### config.mk
export PLATFORM = sky130hd
export DESIGN_NAME = instruction_fetch_sequencer
export DESIGN_NICKNAME = d
export VERILOG_FILES = /design/src/rtl/instruction_fetch_sequencer.sv
export SDC_FILE = /design/constraint.sdc
export NUM_CORES = 1
export LEC_CHECK = 0
export ABC_AREA = 1
export BUFFER_PORTS_ARGS = -buffer_cell sky130_fd_sc_hd__buf_2
export CAP_MARGIN = 10
export CORE_ASPECT_RATIO = 0.8
export CORE_UTILIZATION = 55
export DETAILED_ROUTE_END_ITERATION = 6
export PLACE_DENSITY = 0.85
export SETUP_SLACK_MARGIN = 0.15
export SYNTH_ARGS = -nofsm -noshare
export SYNTH_HDL_FRONTEND = slang
export SYNTH_SLANG_ARGS = --single-unit
### constraint.sdc
create_clock -name clk -period 3.9 [get_ports clk]
set_input_delay 0.195 -clock clk [delete_from_list [all_inputs] [get_ports clk]]
set_output_delay 0.195 -clock clk [all_outputs]
set_load 0.01 [all_outputs]
### src/rtl/instruction_fetch_sequencer.sv
// Instruction fetch sequencer: walks the instruction store, issues instructions downstream, and executes HALT/LOOP locally.
// Optional performance counters are compiled in with IFU_PERF_CNT_EN.
//
// state   | meaning
// IDLE    | waiting for start
// FETCH   | read store at pc and decode in the same cycle
// ISSUE   | instruction held on ins_valid until accepted
// DONE    | one-cycle program-end pulse
module instruction_fetch_sequencer #(
    parameter int INS_LEN = 54,
    parameter int ADDR_W  = 10,
    parameter int CNT_W   = 10
) (
    input  logic               clk,
    input  logic               rst,
    input  logic               start,
    input  logic [ADDR_W-1:0]  start_pc,
    input  logic               abort,
    output logic               icache_rd_ctrl_en,
    output logic [ADDR_W-1:0]  icache_rd_ctrl_addr,
    input  logic [INS_LEN-1:0] icache_rd_ctrl_data,
    output logic               ins_valid,
    output logic [INS_LEN-1:0] ins_data,
    input  logic               ins_ready,
    output logic               busy,
    output logic               done,
    output logic               error,
`ifdef IFU_PERF_CNT_EN
    output logic [31:0]        perf_issue_cnt,
    output logic [31:0]        perf_stall_cnt,
`endif
    output logic [ADDR_W-1:0]  pc
);

    localparam logic [1:0] S_IDLE  = 2'd0;
    localparam logic [1:0] S_FETCH = 2'd1;
    localparam logic [1:0] S_ISSUE = 2'd2;
    localparam logic [1:0] S_DONE  = 2'd3;

    localparam logic [3:0] OP_HALT = 4'hF;
    localparam logic [3:0] OP_LOOP = 4'hE;

    localparam logic [ADDR_W-1:0] PC_MAX  = '1;
    localparam logic [ADDR_W-1:0] PC_ONE  = ADDR_W'(1);
    localparam logic [CNT_W-1:0]  CNT_ONE = CNT_W'(1);

    logic [1:0]         state_q, state_d;
    logic [ADDR_W-1:0]  pc_q, pc_d;
    logic               loop_active_q, loop_active_d;
    logic [CNT_W-1:0]   loop_cnt_q, loop_cnt_d;
    logic               wrap_pending_q, wrap_pending_d;
    logic               ins_valid_q, ins_valid_d;
    logic [INS_LEN-1:0] ins_data_q, ins_data_d;
    logic               error_q, error_d;

    logic [3:0]         opcode;
    logic [CNT_W-1:0]   loop_count;
    logic [ADDR_W-1:0]  loop_target;
    logic               is_halt;
    logic               is_loop;
    logic               start_go;
    logic               fetch_go;
    logic               wrap_retire;
    logic [ADDR_W-1:0]  pc_inc;

    assign opcode      = icache_rd_ctrl_data[INS_LEN-1 -: 4];
    assign loop_count  = icache_rd_ctrl_data[ADDR_W+CNT_W-1:ADDR_W];
    assign loop_target = icache_rd_ctrl_data[ADDR_W-1:0];
    assign is_halt     = (opcode == OP_HALT);
    assign is_loop     = (opcode == OP_LOOP);
    assign pc_inc      = pc_q + PC_ONE;

    assign start_go = !abort && (state_q == S_IDLE) && start;

    // The last address has been issued: its acceptance ends the program instead of fetching again.
    assign wrap_retire = !abort && (state_q == S_ISSUE) && ins_ready && wrap_pending_q;

    assign fetch_go = !abort &&
                      ((state_q == S_FETCH) ||
                       ((state_q == S_ISSUE) && ins_ready && !wrap_pending_q));

    always_comb begin
        state_d        = state_q;
        pc_d           = pc_q;
        loop_active_d  = loop_active_q;
        loop_cnt_d     = loop_cnt_q;
        wrap_pending_d = wrap_pending_q;
        ins_valid_d    = ins_valid_q;
        ins_data_d     = ins_data_q;
        error_d        = error_q;

        case (state_q)
            S_IDLE: begin
                if (start_go) begin
                    pc_d           = start_pc;
                    error_d        = 1'b0;
                    loop_active_d  = 1'b0;
                    loop_cnt_d     = '0;
                    wrap_pending_d = 1'b0;
                    state_d        = S_FETCH;
                end
            end
            S_ISSUE: begin
                if (wrap_retire) begin
                    error_d        = 1'b1;
                    ins_valid_d    = 1'b0;
                    wrap_pending_d = 1'b0;
                    state_d        = S_DONE;
                end
            end
            S_DONE: begin
                state_d = S_IDLE;
            end
            default: begin
                state_d = state_q;
            end
        endcase

        if (fetch_go) begin
            if (is_halt) begin
                ins_valid_d = 1'b0;
                state_d     = S_DONE;
            end else if (is_loop) begin
                ins_valid_d = 1'b0;
                state_d     = S_FETCH;
                if (!loop_active_q) begin
                    if (loop_count == '0) begin
                        pc_d = pc_inc;
                    end else begin
                        loop_cnt_d    = loop_count;
                        loop_active_d = 1'b1;
                        pc_d          = loop_target;
                    end
                end else if (loop_cnt_q > CNT_ONE) begin
                    loop_cnt_d = loop_cnt_q - CNT_ONE;
                    pc_d       = loop_target;
                end else begin
                    loop_active_d = 1'b0;
                    loop_cnt_d    = '0;
                    pc_d          = pc_inc;
                end
            end else begin
                ins_data_d  = icache_rd_ctrl_data;
                ins_valid_d = 1'b1;
                state_d     = S_ISSUE;
                // pc parks on the last address; the overflow is reported when that beat retires.
                if (pc_q == PC_MAX) begin
                    wrap_pending_d = 1'b1;
                end else begin
                    pc_d = pc_inc;
                end
            end
        end

        if (abort) begin
            state_d        = S_IDLE;
            ins_valid_d    = 1'b0;
            loop_active_d  = 1'b0;
            loop_cnt_d     = '0;
            wrap_pending_d = 1'b0;
        end
    end

    always_ff @(posedge clk or posedge rst) begin
        if (rst) begin
            state_q        <= S_IDLE;
            pc_q           <= '0;
            loop_active_q  <= 1'b0;
            loop_cnt_q     <= '0;
            wrap_pending_q <= 1'b0;
            ins_valid_q    <= 1'b0;
            ins_data_q     <= '0;
            error_q        <= 1'b0;
        end else begin
            state_q        <= state_d;
            pc_q           <= pc_d;
            loop_active_q  <= loop_active_d;
            loop_cnt_q     <= loop_cnt_d;
            wrap_pending_q <= wrap_pending_d;
            ins_valid_q    <= ins_valid_d;
            ins_data_q     <= ins_data_d;
            error_q        <= error_d;
        end
    end

    assign icache_rd_ctrl_en   = fetch_go;
    assign icache_rd_ctrl_addr = pc_q;
    assign ins_valid           = ins_valid_q;
    assign ins_data            = ins_data_q;
    assign busy                = (state_q != S_IDLE);
    assign done                = (state_q == S_DONE);
    assign error               = error_q;
    assign pc                  = pc_q;

`ifdef IFU_PERF_CNT_EN
    localparam logic [31:0] PERF_MAX = '1;

    logic [31:0] perf_issue_q, perf_issue_d;
    logic [31:0] perf_stall_q, perf_stall_d;

    always_comb begin
        perf_issue_d = perf_issue_q;
        perf_stall_d = perf_stall_q;
        if (start_go) begin
            perf_issue_d = '0;
            perf_stall_d = '0;
        end else begin
            if (ins_valid_q && ins_ready && (perf_issue_q != PERF_MAX)) begin
                perf_issue_d = perf_issue_q + 32'd1;
            end
            if (ins_valid_q && !ins_ready && (perf_stall_q != PERF_MAX)) begin
                perf_stall_d = perf_stall_q + 32'd1;
            end
        end
    end

    always_ff @(posedge clk or posedge rst) begin
        if (rst) begin
            perf_issue_q <= '0;
            perf_stall_q <= '0;
        end else begin
            perf_issue_q <= perf_issue_d;
            perf_stall_q <= perf_stall_d;
        end
    end

    assign perf_issue_cnt = perf_issue_q;
    assign perf_stall_cnt = perf_stall_q;
`endif

endmodule

=== Word level (Yosys, flattened, before mapping) ===
Index checks and enable logic that the tools add are counted.

* Eq/ne operators: 10
* Reductions and logical operators: 22
* Order comparisons: 1
* Bitwise gates (word level): 2
* $add $sub $neg: 2
* Muxes and demuxes: 51

{| class="wikitable"
|+ Operators with widths
! cell !! count
|-
| two-way mux 10 bit || 18
|-
| two-way mux 1 bit || 24
|-
| two-way mux 2 bit || 6
|-
| adder 10 x 1 -> 10 bit, second input constant || 1
|-
| equality test 10 bit, second input constant || 1
|-
| > comparator 10 x 1 -> 1 bit, second input constant || 1
|-
| logical NOT 10 bit || 1
|-
| subtractor 10 x 1 -> 10 bit, second input constant || 1
|-
| AND reduction 3 bit || 3
|-
| equality test 4 bit, second input constant || 2
|-
| logical AND 1 bit || 8
|-
| != test 4 bit, second input constant || 2
|-
| case mux 2 bit (3 select lines) || 1
|-
| nonzero test 3 bit || 2
|-
| nonzero test 5 bit || 1
|-
| equality test 2 bit, second input constant || 2
|-
| != test 2 bit, second input constant || 2
|-
| case mux 1 bit (2 select lines) || 2
|-
| nonzero test 2 bit || 2
|-
| equality test 2 x 1 -> 1 bit, second input constant || 1
|-
| logical NOT 1 bit || 2
|-
| logical NOT 2 bit || 1
|-
| NOT 1 bit || 2
|-
| AND reduction 2 bit || 1
|-
| logical OR 1 bit || 1
|}

* Flip-flop bits (word level): 80
* Bits of input ports: 69
* Output and inout port bits: 79
* Logic and storage cells: 96

=== Logic depth before layout (Yosys ltp) ===
* Depth in word-level cells: 11
* Mapped depth: 13
* Mapped depth without buffers: 13

=== Worst setup path before layout ===
Ideal clock, no wire load.

* Path type: register to register
* From: register loop_cnt_q[0]
* To: register pc_q[6], in the netlist icache_rd_ctrl_addr[6]
* Data required time: 3.778 ns
* Period minus slack after synthesis: 1.629 ns
* Buffers on the path: 1
* Path slack: 2.271 ns
* Stages on the path, launching flop included: 13
* Data arrival time: 1.507 ns
* Setup time: 0.122 ns
* Cells stage by stage: dfrtp_1 -> inv_1 -> ha_1 -> inv_1 -> nand2_1 -> nand3_4 -> o21bai_4 -> nand2_4 -> nand2_4 -> buf_6 -> nand2_1 -> o211ai_2 -> nand2_1

* Cells in the longest elaborated chain, start to end: 6

{| class="wikitable"
|+ Ends and longest elaborated chain
! element !! RTL line !! source
|-
| start: declaration || 50 || <nowiki>logic [CNT_W-1:0] loop_cnt_q, loop_cnt_d;</nowiki>
|-
| start signal: assignment || 178 || <nowiki>loop_cnt_q <= loop_cnt_d;</nowiki>
|-
| > comparator 10 x 1 -> 1 bit || 134 || <nowiki>end else if (loop_cnt_q > CNT_ONE) begin</nowiki>
|-
| two-way mux 10 bit || 134 ||
|-
| two-way mux 10 bit || 126 || <nowiki>if (!loop_active_q) begin</nowiki>
|-
| two-way mux 10 bit || 123 || <nowiki>end else if (is_loop) begin</nowiki>
|-
| two-way mux 10 bit || 120 || <nowiki>if (is_halt) begin</nowiki>
|-
| two-way mux 10 bit || 119 || <nowiki>if (fetch_go) begin</nowiki>
|-
| named net pc_d[6] || 48 || <nowiki>logic [ADDR_W-1:0] pc_q, pc_d;</nowiki>
|-
| end signal: assignment || 176 || <nowiki>pc_q <= pc_d;</nowiki>
|-
| end: declaration || 48 ||
|}

The timed path passes the listed nets, and every way through them passes these cells.
A chain may end at the register's enable or synchronous reset.

=== Worst setup path in the final report ===
* From: register state_q[0]
* To: register ins_valid_q, in the netlist ins_valid

* Cells in the longest elaborated chain, start to end: 7
* Elaborated cells on any way between the ends: 14
* Classes of those cells: 2 x eq/ne; 2 x mux; 10 x reduce/logical

{| class="wikitable"
|+ Ends and longest elaborated chain
! element !! RTL line !! source
|-
| start: declaration || 47 || <nowiki>logic [1:0] state_q, state_d;</nowiki>
|-
| start signal: assignment || 175 || <nowiki>state_q <= state_d;</nowiki>
|-
| equality test 2 bit || 76, 80, 92 ||
|-
| logical AND 1 bit (2 in a row) || 80 || <nowiki>((state_q == S_ISSUE) && ins_ready && !wrap_pending_q));</nowiki>
|-
| logical OR 1 bit || 79 || <nowiki>((state_q == S_FETCH) ||</nowiki>
|-
| logical AND 1 bit || 78 || <nowiki>assign fetch_go = !abort &&</nowiki>
|-
| nonzero test 3 bit (no source line) or two-way mux 1 bit (tied branches) || -- ||
|-
| AND reduction 2 bit (no source line) or two-way mux 1 bit (tied branches) || -- ||
|-
| end signal: assignment || 180 || <nowiki>ins_valid_q <= ins_valid_d;</nowiki>
|-
| end: declaration || 52 || <nowiki>logic ins_valid_q, ins_valid_d;</nowiki>
|}

Parallel ways exist; a longest one is shown, timed or not.

==> metrics.md <==
| Metric | Value |
|---|---|
| Status | completed |
| Via count | 4,276 |
| Port Buf Inserts | ~150 |
| DRT iter0 DRCs | approximately 170 |
| Area grow syn2layout | 22.0% |
| Crit end category | register |
| Hold crit path type | input pin to register |
| Ports | 148 |
| Dominant cell type by area after synthesis | dfrtp_1 |
| Drt wl/cell | around 14 µm |
| Area of the core | approximately 7500 µm² |
| Post-route design area | 5300 µm² |
| Clock power frac | a little under a fifth |
| Initial Util | 57.6% |
| Fillcell total | 610 |
| CTS Hold Bufs | 1 |
| Leak | 0.00300 µW |
| Sw Share | approximately two fifths |
| Layout cells sized above 1 | 27.5% |
| Worst-margin pin slew | 1.06 ns |
| Ys flop type | dfrtp_1 |
| Vias in the first global route | 3,696 |
| Worst-Skew Late Latency | 0.35 ns |
| Cts repair resizes | 0 |
| Initial antenna violation count | 0 |
| Time the worst path needs with I/O delays and setup | 2.63 ns |
| Tcrit/Tclk final | 67.4% |
| Area after DPL | 5070 µm² |
| RSZ-0062 raised after global routing | false |
| Clock sinks | 80 |
| Fin. Hold Viols | 0 |
| Cell Area, Synth | 4340 µm² |
| Dpl ws | around 1.3 ns |
| Combinational share of power | 42.2% |
| H-tree depth | 3 |
| Vias per cell | 5.23 |
| Most numerous cell in the Yosys netlist | nand2_1 |
| Die W | approximately 100 µm |
| First-pass GRT wire length | ~18 mm |
| Sequential area share after synthesis | between 40 and 50% |
| CTS buffer count | 9 |
| Seq cells post-synth | 80 |
| DRC Markers | 0 |
| Max Cap Viol | 0 |
| Worst EP arrival | 2.81 ns |
| Synthesized area per cell | around 7.6 µm² |
| Final Routed Wirelength | 11.4 mm |
| Switching Power | ~1500 µW |
| DIE AREA | between 8000 and 9000 µm² |
| Number of synthesized flops with an enable pin | 0 |
| Ant. Diodes | 0 |
| Post-CTS setup buffers | 0 |
| Clock Skew | 0.00494 ns |
| Setup WS post-layout | around 1.3 ns |
| Most instantiated cells after synthesis | nand2_1 (237), dfrtp_1 (80), inv_1 (49) |
| Synth Instances | roughly 570 |
| DR pass1 iterations | 5 |
| Library cells used by synthesis | 37 |
| Relative slew slack | between 20% and 30% |
| Worst vdd ir | around 0.00049 V |
| CTS tree | done |
| Tot GR Track Use | between 20% and 30% |
| Dpl hpwl | 8.26 mm |
| RD Place Congestion | around 0.9 |
| Flop pwr share | 38.8% |
| GR Overflow Total | 0 |
| Synth area leaders | dfrtp_1 (46%), nand2_1 (20%), inv_1 (4.2%), o21ai_0 (3.8%), nand3_1 (3.6%) |
| Startpoint Class | register |
| CP Max Fanout | 71 |
| Largest net degree at the start of global routing | 72 |
| Max Buffers Root-to-Sink | 2 |
| Clock Pin Slew Worst Setup and Hold Paths | roughly 0.090 ns |
| Yosys top cell area share | between 40% and 50% |
| Ys async rst share | 100% |
| Crit Path Category | register to register |
| Final std cells w/o fill | between 800 and 900 |
| Cells after DPL | 801 |
| TNS Setup | 0 ns |
| Cell Int Power | between 2000 and 2500 µW |
| CTS root buf | clkbuf_8 |
| Max Slew Vio Count | 0 |
| Final Setup Violations | 0 |
| PwrDens | 679 nW/µm² |
| # rows | 28 |
| Highest clock rate | between 300 and 400 MHz |
| Pwr Total | between 3000 and 4000 µW |
| Die height | between 80 and 90 µm |
| Net count after synthesis | 648 |
| Fin nets | about 780 |
| Syn. warnings | 0 |
| Worst EP required | between 4 and 5 ns |
| Routed Antenna Nets | 0 |
## per-stage QoR
stage	hold slack (ns)	utilization, %
after floorplan	0.258	-
after global placement	0.365	67.3
after detailed placement	0.376	67.3
after CTS	0.0249	70.3
after global routing	0.0245	70.3
final	0.0370	70.3
## state kept, by name, indices dropped and copies added (netlist names)
register and cells:
ins_data 54, loop_active_q 1, state_q 2, icache_rd_ctrl_addr 10, wrap_pending_q 1, loop_cnt_q 10, error 1, ins_valid 1
## cells in the final DEF (no fill, tap or decap), types with 4 or more instances in the layout
master	instances
nand2_1	237
buf_2	147
dfrtp_1	80
inv_1	48
o21ai_0	33
nor2_1	33
nand3_1	31
a21oi_1	12
clkbuf_8	9
o21ai_1	7
ha_1	7
nand2_4	5
nor2_4	5
inv_2	5
nand4_1	5
xor2_1	5
xnor2_1	4
## power by group through the flow
stage                     Combinational (µW)  Clock, µW  Sequential, µW
final                                   1520        683            1390
after global placement                  1460          0            1390
after floorplan                          848          0            1540
after detailed placement                1520          0            1400
after CTS                               1530        691            1390
after global routing                    1710        723            1440
## routing by layer
metal / GRT usage [%] / up-vias / share of wire, %
met1: 37.6 / 1996 / 44
met3: 6.98 / 12 / 8.7
met5: 0 / - / 0
li1: - / 2049 / -
met4: 7.39 / 0 / 0.93
met2: 45.4 / 219 / 46
## final timing paths
check                                         start  slack (ns)  depth (start not counted)                               end
max                          state_q[0]$_DFFE_PP0P_        1.27                          9             ins_valid$_DFFE_PP0P_
min                         icache_rd_ctrl_data[21]        0.04                          3          ins_data[21]$_DFFE_PP0P_
max reg2reg                  state_q[0]$_DFFE_PP0P_        1.27                          9             ins_valid$_DFFE_PP0P_
min reg2reg                ins_data[53]$_DFFE_PP0P_        0.47                          2          ins_data[53]$_DFFE_PP0P_
max in group asynchronous                       rst        2.43                          4  icache_rd_ctrl_addr[6]$_DFF_PP0_
min in group asynchronous                       rst        0.52                          3          ins_data[45]$_DFFE_PP0P_
## cell families (layout without fill, tap and decap cells)
| family | Yosys count | in the layout | share of synthesized area (%) |
|---|---|---|---|
| compound gates | 64 | 64 | 8.70 |
| xor+xnor | 9 | 9 | 1.82 |
| fa+ha+maj | 7 | 7 | 2.02 |
| buf+inv | 82 | 222 | 8.73 |
| flops | 80 | 80 | 46.1 |
| simple gates | 330 | 330 | 32.6 |
## cell type report
cell class / count / area, µm² / area share [%]
Clock buffer: 9 / 124 / 2.34
Clock inverter: 6 / 91.3 / 1.72
Inverter: 56 / 219 / 4.13
Tap cell: 105 / 131 / 2.48
Multi-Input combinational cell: 410 / 1960 / 37.0
Sequential cell: 80 / 2000 / 37.8
Timing Repair Buffer: 151 / 768 / 14.5
## worst max-delay path: stages (launching register included)
cell and delay [ns]:
dfrtp_1 0.39, inv_1 0.09, ha_1 0.27, nand3_1 0.13, nand2_2 0.08, nand2_4 0.13
nor2_4 0.03, buf_4 0.26, inv_2 0.82, o21ai_0 0.21
Note: power is estimated with default switching activity, not from simulation.
